===== src/rtl/riscv_v_wb_collector_pkg.sv =====
// Shared types for the vector writeback path: beat format, element width,
// the buffered VRF write request and the reduction byte-enable helper.
package riscv_v_wb_collector_pkg;

    localparam int RISCV_V_NUM_BYTES_DATA = 16;
    localparam int BYTE_WIDTH             = 8;
    localparam int RISCV_V_DATA_W         = RISCV_V_NUM_BYTES_DATA * BYTE_WIDTH;
    localparam int RISCV_V_VREG_ADDR_W    = 5;

    typedef enum logic [1:0] {
        SEW_8  = 2'd0,
        SEW_16 = 2'd1,
        SEW_32 = 2'd2,
        SEW_64 = 2'd3
    } riscv_v_sew_t;

    typedef struct packed {
        logic                      valid;
        logic [RISCV_V_DATA_W-1:0] data;
    } riscv_v_wb_data_t;

    typedef struct packed {
        logic [RISCV_V_VREG_ADDR_W-1:0]    addr;
        logic [RISCV_V_DATA_W-1:0]         data;
        logic [RISCV_V_NUM_BYTES_DATA-1:0] be;
    } riscv_v_wb_req_t;

    // A reduction result occupies only element 0, i.e. the lowest 2^sew bytes.
    function automatic logic [RISCV_V_NUM_BYTES_DATA-1:0] sew_to_be(input riscv_v_sew_t sew);
        logic [RISCV_V_NUM_BYTES_DATA-1:0] be;
        be = '0;
        for (int i = 0; i < RISCV_V_NUM_BYTES_DATA; i++) begin
            be[i] = (i < (1 << int'(sew)));
        end
        return be;
    endfunction

endpackage


===== src/rtl/riscv_v_wb_fifo.sv =====
// Generic DEPTH-entry FIFO with push/pop/flush, occupancy count and full/empty.
// A push while full is accepted only when a pop frees a slot on the same edge.
module riscv_v_wb_fifo
    import riscv_v_wb_collector_pkg::*;
#(
    parameter int  DEPTH = 4,
    parameter type T     = riscv_v_wb_req_t
) (
    input  logic                   clk,
    input  logic                   rst,
    input  logic                   push,
    input  T                       push_data,
    input  logic                   pop,
    input  logic                   flush,
    output T                       head,
    output logic                   full,
    output logic                   empty,
    output logic [$clog2(DEPTH):0] count
);

    localparam int PTR_W = $clog2(DEPTH);
    localparam int CNT_W = PTR_W + 1;

    T                 mem [DEPTH];
    logic [PTR_W-1:0] wptr;
    logic [PTR_W-1:0] rptr;
    logic             do_push;
    logic             do_pop;

    assign empty   = (count == '0);
    assign full    = (count == CNT_W'(DEPTH));
    assign do_pop  = pop & ~empty & ~flush;
    assign do_push = push & (~full | do_pop) & ~flush;
    assign head    = mem[rptr];

    always_ff @(posedge clk or posedge rst) begin
        if (rst) begin
            wptr  <= '0;
            rptr  <= '0;
            count <= '0;
        end else if (flush) begin
            wptr  <= '0;
            rptr  <= '0;
            count <= '0;
        end else begin
            if (do_push) wptr <= wptr + PTR_W'(1);
            if (do_pop)  rptr <= rptr + PTR_W'(1);
            case ({do_push, do_pop})
                2'b10:   count <= count + CNT_W'(1);
                2'b01:   count <= count - CNT_W'(1);
                default: count <= count;
            endcase
        end
    end

    // Storage is left unreset; consumers must qualify head with !empty.
    always_ff @(posedge clk) begin
        if (do_push) mem[wptr] <= push_data;
    end

endmodule


===== src/rtl/riscv_v_wb_collector.sv =====
// Writeback collector: forms byte enables for each ALU result, buffers it and
// drains to the VRF write port; flags almost-full and sticky overflow.
module riscv_v_wb_collector
    import riscv_v_wb_collector_pkg::*;
#(
    parameter int DEPTH  = 4,
    parameter int ADDR_W = RISCV_V_VREG_ADDR_W
) (
    input  logic                              clk,
    input  logic                              rst,
    input  riscv_v_wb_data_t                  result_i,
    input  logic [ADDR_W-1:0]                 result_vd_i,
    input  logic                              result_reduct_i,
    input  riscv_v_sew_t                      result_sew_i,
    input  logic [RISCV_V_NUM_BYTES_DATA-1:0] result_mask_i,
    input  logic                              flush_i,
    output logic                              vrf_wr_en_o,
    output logic [ADDR_W-1:0]                 vrf_wr_addr_o,
    output logic [RISCV_V_DATA_W-1:0]         vrf_wr_data_o,
    output logic [RISCV_V_NUM_BYTES_DATA-1:0] vrf_wr_be_o,
    input  logic                              vrf_wr_ready_i,
    output logic [$clog2(DEPTH):0]            count_o,
    output logic                              almost_full_o,
    output logic                              overflow_o
);

    localparam int CNT_W = $clog2(DEPTH) + 1;

    typedef struct packed {
        logic [ADDR_W-1:0]                 addr;
        logic [RISCV_V_DATA_W-1:0]         data;
        logic [RISCV_V_NUM_BYTES_DATA-1:0] be;
    } req_t;

    req_t push_req;
    req_t head_req;
    logic full;
    logic empty;
    logic pop;

    assign push_req.addr = result_vd_i;
    assign push_req.data = result_i.data;
    assign push_req.be   = result_reduct_i ? sew_to_be(result_sew_i) : result_mask_i;

    assign pop = vrf_wr_en_o & vrf_wr_ready_i;

    riscv_v_wb_fifo #(
        .DEPTH (DEPTH),
        .T     (req_t)
    ) u_fifo (
        .clk       (clk),
        .rst       (rst),
        .push      (result_i.valid),
        .push_data (push_req),
        .pop       (pop),
        .flush     (flush_i),
        .head      (head_req),
        .full      (full),
        .empty     (empty),
        .count     (count_o)
    );

    // Head fields are forced to zero when empty so reset/flush present a clean port.
    assign vrf_wr_en_o   = ~empty;
    assign vrf_wr_addr_o = empty ? '0 : head_req.addr;
    assign vrf_wr_data_o = empty ? '0 : head_req.data;
    assign vrf_wr_be_o   = empty ? '0 : head_req.be;

    assign almost_full_o = (count_o >= CNT_W'(DEPTH - 1));

    // When full the head is valid, so a same-cycle pop happens exactly when ready is high.
    always_ff @(posedge clk or posedge rst) begin
        if (rst) begin
            overflow_o <= 1'b0;
        end else if (result_i.valid & full & ~vrf_wr_ready_i & ~flush_i) begin
            overflow_o <= 1'b1;
        end
    end

endmodule


===== config.mk =====
export PLATFORM = sky130hd
export DESIGN_NAME = riscv_v_wb_collector
export DESIGN_NICKNAME = d
export VERILOG_FILES = /design/src/rtl/riscv_v_wb_collector_pkg.sv /design/src/rtl/riscv_v_wb_fifo.sv /design/src/rtl/riscv_v_wb_collector.sv
export SDC_FILE = /design/constraint.sdc
export NUM_CORES = 1
export LEC_CHECK = 0
export CORE_UTILIZATION = 40
export DETAILED_ROUTE_END_ITERATION = 10
export PLACE_DENSITY = 0.63
export SETUP_SLACK_MARGIN = 0.2
export SYNTH_ARGS = -nofsm -noshare
export SYNTH_HDL_FRONTEND = slang
export SYNTH_SLANG_ARGS = --single-unit

===== constraint.sdc =====
create_clock -name clk -period 6.6 [get_ports clk]
set_input_delay 1.65 -clock clk [delete_from_list [all_inputs] [get_ports clk]]
set_output_delay 1.65 -clock clk [all_outputs]
set_load 0.005 [all_outputs]

==> key figures <==
Die
  • Width of the die: between 200 and 250 µm
  • Die ar.: between 50,000 and 60,000 µm²
  • Core area: 56,900 µm²
  • FP Rows: 87
  • Io pins: approximately 310
  • Initial Utilization: around two fifths
  • Die Y: 243 µm

STA
  • Final Setup Violations: 0
  • Max Clock Freq: about 0.20 GHz
  • Tmin final: just over 5 ns
  • Hold slack: 0.503 ns
  • Worst Skew: approximately 0.012 ns
  • Final max-slew violation count: 0
  • Pin slew with the least headroom to its limit: around 1.1 ns
  • Slew headroom: between 20% and 30%
  • Endpoints failing hold: 0
  • RSZ-0062 raised after global routing: no
  • Final period util: about three quarters
  • Total negative slack: 0 ns

Logic synthesis
  • Warnings from Yosys: 0
  • Seq cells post-synth: slightly above 600
  • Synth unique cells: 35
  • Mapped Cells: just over 1k
  • Area contributors post-synth: edfxtp_1, mux4_2, and2_1, dfrtp_1, buf_6
  • Post-synth EDFFs: around 600
  • Post-synth top area cell: edfxtp_1
  • Register area share after synthesis: roughly 78%
  • Share of the synthesized area in the top cell type: between 70 and 80%
  • Async SR Flop Fraction: between 1 and 1.5%
  • Syn Area/Cell: 22.4 µm²
  • Mapped Nets: 1,201
  • Post-Syn Area: ~23,000 µm²
  • Main synth FF type: edfxtp_1

Finish
  • Proportion of layout cells with a drive suffix above 1: between 10% and 20%
  • Final-layout fill cell count: about 4.5k
  • Multi-input logic area: approximately 4700 µm²
  • Inserted Diodes: 0
  • Register area: approximately 18,000 µm²
  • Commonest non-fill, non-tap cells in the layout: edfxtp_1, clkdlybuf4s50_1, mux4_2, and2_1, clkbuf_16
  • Net count, final: roughly 1.5k
  • Commonest non-fill, non-tap cell in the layout: edfxtp_1
  • Area delta synth->final: 25.4%

Run
  • Max-cap violation count: 0

Setup path
  • Worst EP arrival: around 3.4 ns
  • Buf+Inv Stages, Crit Path: 2
  • CP top delay family: flip-flops
  • Critical-path cell list: buf_4, mux4_2, and2_1, clkdlybuf4s50_1
  • Slowest CP cell: dfrtp_4
  • Worst Setup Start Kind: flip-flop
  • Critical path's largest stage delay: around 1.1 ns
  • Endpoint type of the worst setup path: output port
  • WP data required: around 5.0 ns
  • Crit-path max FO: 45
  • Critical path class: reg -> out

CTS
  • Root buf cell: clkbuf_16
  • Postcts setup bufs: 0
  • Maximum clock path buffer count: 3
  • TritonCTS clock tree: yes
  • Reg clk slew, reported paths: 0.06 ns
  • Post_cts resized: 0
  • Num Clock Sinks: ~600
  • Worst-skew pair later-pin latency: around 0.61 ns
  • Hold_buf cts: 0
  • Depth of the CTS H-tree: 2
  • Num CTS Buffers: about 60

Drt
  • WL/cell: around 22 µm
  • Routed WL: between 40 and 50 mm
  • Via count: between 10k and 15k
  • Final routed DRC violation total: 0
  • ANT nets after route: 0
  • Via density: ~5.0
  • First-pass detailed-route iteration total: 5
  • Number of DRC markers in iteration 0: about 680

Power
  • PnR Total Power: 0.00866 W
  • NetSw: around 0.0018 W
  • Clock power share: roughly 38%
  • Worst IR drop on VDD: 0.193 mV
  • Power Density: between 200 and 300 nW/µm²
  • Logic pwr share: approximately an eighth
  • Pint: approximately 0.0068 W
  • Switching Share: 21.3%
  • Register share of total power: about half
  • Leakage: ~9.2 nW

Min path
  • Min-Delay Path Class: reg -> reg

Global routing
  • M2 GR Usage: around a quarter
  • M1 GR Usage: between 20% and 30%
  • Global-route wire length before repair: roughly 73 mm
  • GRT Overall Usage: 16.5%
  • Largest net degree at the start of global routing: approximately 140
  • Initial antenna violation count: 8
  • Number of global-route vias before repair: about 12k
  • Grt total ovfl: 0
  • Grt peak-use layer: met2
  • M3 GR Usage: 5.04%

Placed design
  • Hpwl dp: roughly 29 mm
  • GPL Wtd Cong: 0.720
  • Port-buffer cells: 311

Status
  • Status: finished clean
per-stage QoR:
step                      area, µm²  worst slack (ns)  std cells  utilization [%]
final                         29100              1.56       2182             51.2
after global routing          29100              1.29       2182             51.2
after CTS                     29100              1.39       2182             51.2
after detailed placement      27200              2.02       2070             47.8
after global placement        27200              2.07       2070             47.8
after floorplan               23200             0.462       1039                -
worst register-to-register path: stages, from the launching register on:
cell	delay (ns)
dfrtp_1	0.59
nor4b_2	0.16
nor3_1	0.39
and2_4	0.84
buf_12	0.38
power by group through the flow:
stage | clock [W] | combinational, W | sequential, W
detailed placement | 0 | 0.00105 | 0.00446
global placement | 0 | 0.00104 | 0.00446
global route | 0.00350 | 0.00110 | 0.00439
CTS | 0.00335 | 0.00105 | 0.00438
finish | 0.00326 | 0.00102 | 0.00438
floorplan | 0 | 0.000526 | 0.00443
layer usage:
metal / vias to the layer above / part of all wire (%)
met4: 16 / 1.5
met1: 5704 / 43
met2: 310 / 48
li1: 4899 / -
met5: - / 0.21
met3: 76 / 7.1
synthesized netlist by cell type (2+ instances only):
library cell  number
edfxtp_1         596
and2_1           153
mux4_2           149
buf_2             23
clkbuf_1          14
inv_1             13
buf_6             12
o21ai_0            9
dfrtp_1            8
nor2b_1            8
clkbuf_2           7
nor2_1             6
a21oi_1            5
ha_1               4
nand2_1            3
nand3_1            3
or3_1              3
xor2_1             3
nor3_1             2
o2111ai_1          2
or2_2              2
worst paths after layout:
check / endpoint / depth (start not counted) / slack [ns] / from
min: overflow_o$_DFFE_PP0P_ / 1 / 0.50 / overflow_o$_DFFE_PP0P_
max in group asynchronous: u_fifo.rptr[1]$_DFFE_PP0P_ / 2 / 5.03 / rst
min in group asynchronous: u_fifo.rptr[0]$_DFFE_PP0P_ / 2 / 1.30 / rst
max: vrf_wr_data_o[64] / 4 / 1.56 / u_fifo.rptr[0]$_DFFE_PP0P_
min reg2reg: overflow_o$_DFFE_PP0P_ / 1 / 0.50 / overflow_o$_DFFE_PP0P_
max reg2reg: u_fifo.mem[2][53]$_DFFE_PP_ / 4 / 3.86 / u_fifo.count[0]$_DFFE_PP0P_
registers in the layout (all words and copies together) (netlist names):
name / cells
overflow_o: 1
u_fifo.count: 3
u_fifo.mem: 596
u_fifo.rptr: 2
u_fifo.wptr: 2
area by class of cell:
cell class / count / share of cell area [%]
sequential: 604 / 62.1
multi-input combinational: 364 / 16.3
timing repair buffer: 333 / 11.6
clock buffer: 79 / 5.65
tap: 756 / 3.25
clock inverter: 33 / 0.867
inverter: 13 / 0.167
cell families (layout without fill, tap and decap cells):
logic type / after synthesis / after routing / synth area share [%]
simple gates: 183 / 183 / 4.86
mux: 149 / 149 / 14.4
compound gates: 23 / 23 / 0.609
fa+ha+maj: 5 / 5 / 0.302
buf+inv: 71 / 458 / 1.71
flops: 604 / 604 / 77.9
xor+xnor: 4 / 4 / 0.151
Power figures use the tool's default switching activity.
